## src/rtl/pipe_stage_chain.sv

```systemverilog
// Purpose : elastic chain of NUM_STAGES valid/payload registers between pipeline units.
// Latency : NUM_STAGES cycles from input transfer to out_valid on an empty, unstalled chain.
// Backpr. : valid/ready at both ends; in_stall freezes everything; optional bubble collapse.
//
// Ports:
//   Clk, Rst          clock (rising edge) and synchronous active-high reset
//   in_valid/in_data  upstream payload; in_ready says it is taken this cycle
//   out_valid/out_data/out_ready  last-stage payload and downstream acceptance
//   in_stall          global freeze from multi-cycle units
//   in_flush_mask     bit i kills the current occupant of stage i (bit 0 = youngest)
//   out_stage_valid   per-stage valid after the flush mask (hazard/forwarding taps)
//   out_stage_data    stage i payload at [i*DATA_WIDTH +: DATA_WIDTH]
//   out_occupancy     registered count of valid stages
//
// NUM_STAGES must be at least 2.

module pipe_stage_chain #(
  parameter int DATA_WIDTH      = 64,
  parameter int NUM_STAGES      = 4,
  parameter bit BUBBLE_COLLAPSE = 1'b1,
  parameter int CNT_WIDTH       = $clog2(NUM_STAGES + 1)
) (
  input  logic                             Clk,
  input  logic                             Rst,
  input  logic                             in_valid,
  input  logic [DATA_WIDTH-1:0]            in_data,
  output logic                             in_ready,
  output logic                             out_valid,
  output logic [DATA_WIDTH-1:0]            out_data,
  input  logic                             out_ready,
  input  logic                             in_stall,
  input  logic [NUM_STAGES-1:0]            in_flush_mask,
  output logic [NUM_STAGES-1:0]            out_stage_valid,
  output logic [NUM_STAGES*DATA_WIDTH-1:0] out_stage_data,
  output logic [CNT_WIDTH-1:0]             out_occupancy
);

  // Stage state. Element i of the packed data array sits at bits
  // [i*DATA_WIDTH +: DATA_WIDTH], which is exactly the tap layout.
  logic [NUM_STAGES-1:0]                 valid_q, valid_d;
  logic [NUM_STAGES-1:0][DATA_WIDTH-1:0] data_q, data_d;
  logic [CNT_WIDTH-1:0]                  occ_q, occ_d;

  // Effective valid: a flushed occupant is treated as already gone.
  logic [NUM_STAGES-1:0] ev;
  // Per-stage advance enable.
  logic [NUM_STAGES-1:0] adv;
  // Last stage can give up its slot this cycle (empty or being drained).
  logic                  drain_ok;

  // What each stage would load when advancing: stage 0 from the input
  // port, stage i from stage i-1.
  logic [NUM_STAGES-1:0]                 up_v;
  logic [NUM_STAGES-1:0][DATA_WIDTH-1:0] up_d;

  assign ev       = valid_q & ~in_flush_mask;
  assign drain_ok = ~ev[NUM_STAGES-1] | out_ready;
  assign up_v     = {ev[NUM_STAGES-2:0], in_valid};
  assign up_d     = {data_q[NUM_STAGES-2:0], in_data};

  // ---------------------------------------------------------------------
  // Advance enables
  // ---------------------------------------------------------------------
  // Collapse mode: adv[i] = ~ev[i] | adv[i+1], unrolled as a running OR
  // from the output end so that no vector bit feeds another bit of the
  // same vector (keeps the combinational graph acyclic at signal level).
  // Lockstep mode: every stage follows the last stage's drain condition,
  // so bubbles in the middle of the chain are preserved.
  always_comb begin
    logic acc;
    adv = '0;
    acc = out_ready;
    if (!in_stall) begin
      if (BUBBLE_COLLAPSE) begin
        for (int i = NUM_STAGES - 1; i >= 0; i--) begin
          acc    = acc | ~ev[i];
          adv[i] = acc;
        end
      end else begin
        adv = {NUM_STAGES{drain_ok}};
      end
    end
  end

  // ---------------------------------------------------------------------
  // Next-state
  // ---------------------------------------------------------------------
  // A stage that does not advance keeps its effective valid, so a flush
  // still removes occupants while the chain is stalled. Data registers
  // only load when a real payload arrives; an empty stage keeps stale
  // data, which is don't-care because its valid is low.
  always_comb begin
    valid_d = ev;
    data_d  = data_q;
    for (int i = 0; i < NUM_STAGES; i++) begin
      if (adv[i]) begin
        valid_d[i] = up_v[i];
        if (up_v[i]) begin
          data_d[i] = up_d[i];
        end
      end
    end
  end

  // Occupancy is the popcount of the post-edge valids, so it is exact by
  // construction and can never wrap.
  always_comb begin
    occ_d = '0;
    for (int i = 0; i < NUM_STAGES; i++) begin
      occ_d = occ_d + CNT_WIDTH'(valid_d[i]);
    end
  end

  // ---------------------------------------------------------------------
  // Registers (reset has priority over stall, flush and handshakes)
  // ---------------------------------------------------------------------
  always_ff @(posedge Clk) begin
    if (Rst) begin
      valid_q <= '0;
      data_q  <= '0;
      occ_q   <= '0;
    end else begin
      valid_q <= valid_d;
      data_q  <= data_d;
      occ_q   <= occ_d;
    end
  end

  // ---------------------------------------------------------------------
  // Outputs
  // ---------------------------------------------------------------------
  // adv is already forced low during a stall; the explicit term keeps the
  // input handshake obviously tied to the freeze.
  assign in_ready        = adv[0] & ~in_stall;
  assign out_valid       = ev[NUM_STAGES-1];
  assign out_data        = data_q[NUM_STAGES-1];
  assign out_stage_valid = ev;
  assign out_stage_data  = data_q;
  assign out_occupancy   = occ_q;

endmodule

```

## config.mk

```make
export PLATFORM = sky130hd
export DESIGN_NAME = pipe_stage_chain
export DESIGN_NICKNAME = d
export VERILOG_FILES = /design/src/rtl/pipe_stage_chain.sv
export SDC_FILE = /design/constraint.sdc
export NUM_CORES = 1
export LEC_CHECK = 0
export ABC_AREA = 1
export BUFFER_PORTS_ARGS = -buffer_cell sky130_fd_sc_hd__buf_2
export CAP_MARGIN = 20
export CORE_ASPECT_RATIO = 0.5
export CORE_MARGIN = 2
export CORE_UTILIZATION = 53
export DETAILED_ROUTE_END_ITERATION = 7
export PLACE_DENSITY = 0.85
export RECOVER_POWER = 100
export SYNTH_ARGS = -nofsm -noshare
export SYNTH_HDL_FRONTEND = slang
export SYNTH_SLANG_ARGS = --single-unit
```

## constraint.sdc

```tcl
create_clock -name Clk -period 5.7 [get_ports Clk]
set_input_delay 0.855 -clock Clk [delete_from_list [all_inputs] [get_ports Clk]]
set_output_delay 0.855 -clock Clk [all_outputs]
set_load 0.02 [all_outputs]
```

# Word level (Yosys, flattened, before mapping)
# Index checks and enable logic that the tools add are counted.
op_classes:
  add_sub_neg: 3
  n_mux: 5
  n_bitwise: 12
  reduce_logical: 4
ops:
  columns: ["operator", "count"]
  rows:
  - ["$reduce_and A2 Y1", 4]
  - ["$not A1 Y1", 5]
  - ["$and A4 B4 Y4", 1]
  - ["$mux W1", 4]
  - ["$mux W4", 1]
  - ["$not A4 Y4", 1]
  - ["$or A1 B1 Y1", 4]
  - ["$add A2 B1 Y3", 1]
  - ["$add A3 B1 Y3", 1]
  - ["$add A1 B1 Y2", 1]
  - ["$and A1 B1 Y1", 1]
word_totals:
  ff_bits: 263
  input_bits: 73
  elab_cells: 30

# Logic depth before layout (Yosys ltp)
depth:
  word_depth: 12
  ltp_mapped: 13
  depth_no_buf: 12

# Least setup slack after synthesis
# OpenSTA, ideal clock, no wires.
synth_timing:
  path_kind: "input to register"
  from: "input in_flush_mask[2]"
  to: "register occ_q[1] (netlist: out_occupancy[1])"
  t_arrival_ns: 2.632
  t_required_ns: 5.585
  setup_slack_ns: 2.953
  stages: 12
  cell_sequence: "inv_1 -> nand2_1 -> inv_1 -> nand3_1 -> buf_2 -> a21boi_0 -> fa_1 -> inv_1 -> ha_1 -> ha_1 -> inv_1 -> nor2_1"
synth_between:
  elab_chain_cells: 11
  word_cells_on_any_way: 14
synth_rtl:
  columns: ["item", "line", "text"]
  rows:
  - ["from (decl)", "32", "input logic [NUM_STAGES-1:0] in_flush_mask,"]
  - ["$not A4 Y4 *", "56", "assign ev = valid_q & ~in_flush_mask;"]
  - ["$and A4 B4 Y4 *", "56", null]
  - ["net out_stage_valid[2]", "33", "output logic [NUM_STAGES-1:0] out_stage_valid,"]
  - ["$not A1 Y1", "76", "acc = acc | ~ev[i];"]
  - ["$or A1 B1 Y1 (3 in a row)", "76", null]
  - ["$mux W4", "73", "if (!in_stall) begin"]
  - ["$mux W1", "96", "if (adv[i]) begin"]
  - ["$add A1 B1 Y2", "110", "occ_d = occ_d + CNT_WIDTH'(valid_d[i]);"]
  - ["$add A2 B1 Y3", "110", null]
  - ["$add A3 B1 Y3 *", "110", null]
  - ["net occ_d[1]", "42", "logic [CNT_WIDTH-1:0] occ_q, occ_d;"]
  - ["to (signal assigned)", "121", "occ_q <= '0;"]
  - ["to (signal assigned)", "125", "occ_q <= occ_d;"]
  - ["to (decl)", "42", null]
# Mark *: on every way through the listed nets, which the timed path passes. The rest lies on a longest branch.
# A chain may end at the register's enable or synchronous reset.

# Worst setup path in the final report
layout_timing:
  from: "input in_valid"
  to: "register data_q (netlist bit out_stage_data[24])"
layout_between:
  elab_chain_cells: 1
layout_rtl:
  columns: ["item", "line", "text"]
  rows:
  - ["from (decl)", "25", "input logic in_valid,"]
  - ["$reduce_and A2 Y1 (no source line)", null, null]
  - ["to (signal assigned)", "124", "data_q <= data_d;"]
  - ["to (decl)", "41", "logic [NUM_STAGES-1:0][DATA_WIDTH-1:0] data_q, data_d;"]
# Every way passes these cells.

==> impl_metrics.toml <==
[detailed_routing]
wl_per_cell_um = 14.3
drc = 0
route.vias.total = 10100
avgViaCountPerCell = 4.92
routed_wl_um = 29400
first_pass_iters = 6
first_iter_violations = 750
ant_nets = 0

[cells_and_area]
layout-drive-gt1-share_pct = 6.66
num-fill-cells = 2039
fin_nets = 1850
synthToLayoutAreaGrowth_pct = 16.1
final_area_um2 = 12700

[logic_synthesis]
synthTopCellsByArea = "dfxtp_1, nor2_1, a21oi_1"
postSynthCellCount = 1514
async_flop_share_pct = 0
yosysTopAreaCellShare_pct = 48.2
synth_enable_flop_cells = 0
ys_seq_area_share_pct = 48.2
ys_ff_latch = 263
synth.distinct_cells = 22
yosys_warnings = 0
synth_top_area_cell = "dfxtp_1"
syn_nets = 1590
synth.cell_area_um2 = 10900
syn_area_per_cell_um2 = 7.21
synth_ff_type = "dfxtp_1"

[die]
num_io_pins = 402
initial_core_util_pct = 53.6
core-area_um2 = 20400
rows = 37
die_w_um = 207
die_height_um = 106
die-area_um2 = 21800

[timing]
layout_min_cycle_time_ns = 4.04
hold_violations = 0
fin_tns_setup_ns = 0
slew_violations = 272
setup_violations = 0
timing.final.crit_share_pct = 71.0
fmax_ghz = 0.247
slew_headroom_pct = -107
tightest_slew_ns = 3.10
whs_ns = 0.456
final.setup_skew_ns = 0.0249
setup_ws_ns = 1.66
rsz0062_at_grt = "false"

[worst_setup_path]
start_kind = "input pin"
crit_type = "input pin to register"
worstPathArrival_ns = 4.48
cp_slowest_stage_delay_ns = 2.25
cpLargestDelayFamily = "buffers and inverters"
cp_max_fo = 70
crit_required_ns = 6.14
end_kind = "register"
cp_cell_sequence = "clkbuf_2 > clkbuf_1 > a21oi_1 > nor2_1"
cp.buffers_inverters = 2
cp_slowest_cell = "clkbuf_1"

[place]
port_buffers = 401
dpl.hpwl_um = 19700
gp_congestion = 0.861
place_area_um2 = 12400
dp_slack_ns = 2.38

[cts]
path_clk_slew_ns = 0.07
clk-insertion-delay-late_ns = 0.53
htree_levels = 1
cts_buffer_depth = 3
cts_resized = 0
postCtsSetupBuffers = 0
tritoncts = "yes"
cts_buffers = 23
cts-root-buf = "clkbuf_16"
ctsHoldBuffers = 0
clock-sinks = 263

[status]
status = "finished with violations"
violations = "capacitance limit, slew limit"

[power_and_ir_drop]
ir_worst_vdd_uv = 207
p_leak_nw = 5.32
power_density_nw_per_um2 = 309
power_w = 0.00391

[global_route]
grt_remaining_overflow = 0
grt_max_degree = 99
met1_usage_pct = 33.8
antenna_found_initial = 2
grt_pass1_wl_um = 46300
met3_usage_pct = 4.80
busiest_layer = "met2"
grt_pass1_vias = 8857
use_met2_pct = 42.2
grt_use_total_pct = 25.6

[run]
cap_violations = 4

[worst_hold_path]
hold_path_class = "register to register"
[registers in the layout, indices dropped and copies added (netlist names)]
| signal | count |
|---|---|
| out_stage_data | 192 |
| out_data | 64 |
| valid_q | 4 |
| out_occupancy | 3 |
[per-stage QoR]
| stage | util (%) | instances |
|---|---|---|
| after global routing | 62.2 | 2061 |
| after global placement | 60.9 | 2022 |
| after floorplan | - | 1514 |
| final | 62.2 | 2061 |
| after CTS | 64.4 | 2059 |
| after detailed placement | 60.9 | 2022 |
[Yosys cell counts, types with 2 or more instances]
master    count
a21oi_1     195
buf_1        10
buf_2        44
buf_4        73
clkbuf_1     50
dfxtp_1     263
ha_1          2
inv_1       205
inv_2         3
nand2_1     139
nand2_2       2
nand3_1     130
nor2_1      263
o21ai_0     121
o21ai_1       7
[logic make-up (layout without fill, tap and decap cells)]
logic type	Yosys count	count (layout)	synth area share (%)
AND/OR/NAND/NOR	537	537	20.2
buffers and inverters	386	658	16.3
AO/OA/AOI/OAI	325	325	15.0
flip-flops	263	263	48.2
adder cells (fa/ha/maj)	3	3	0.412
other	0	2	0
[worst paths after layout]
path / start / to / slack [ns] / cells past startpoint
setup / recovery: in_valid / out_stage_data[24]$_SDFFE_PP0P_ / 1.66 / 4
hold / removal: out_data[37]$_SDFFE_PP0P_ / out_data[37]$_SDFFE_PP0P_ / 0.46 / 2
setup reg to reg: valid_q[2]$_SDFF_PP0_ / out_occupancy[1]$_SDFF_PP0_ / 1.89 / 10
hold reg to reg: out_data[37]$_SDFFE_PP0P_ / out_data[37]$_SDFFE_PP0P_ / 0.46 / 2
[cell usage in the layout (no fill, tap or decap), types with 7 or more instances in the layout]
master     instances
dfxtp_1          263
inv_1            206
a21oi_1          195
nor2_1           263
buf_4              9
o21ai_1            7
nand2_1          140
nand3_1          131
clkbuf_16         23
clkbuf_1         335
buf_2             70
o21ai_0          121
[cell type report]
class / count / area, µm² / area share (%)
Sequential cell: 263 / 5270 / 41.5
Multi-Input combinational cell: 865 / 3880 / 30.6
Timing Repair Buffer: 412 / 1670 / 13.2
Inverter: 209 / 791 / 6.24
Clock buffer: 33 / 673 / 5.31
Tap cell: 273 / 342 / 2.69
Clock inverter: 4 / 48.8 / 0.385
Antenna cell: 2 / 5.00 / 0.0395
[layer usage]
layer	up-vias	routed length [µm]
met5	-	0
met3	70	1630
met4	0	984
met2	324	13600
li1	5190	-
met1	4555	13200
[power by group]
group | switching (W) | total, W | internal [W]
Clock | 0.000668 | 0.00153 | 0.000861
Combinational | 0.000295 | 0.000428 | 0.000133
Sequential | 0.0000529 | 0.00196 | 0.00190
[worst min-delay path: stages (launching register included)]
cell	delay (ns)
dfxtp_1	0.31
inv_1	0.05
a21oi_1	0.05
Power figures use the tool's default switching activity.
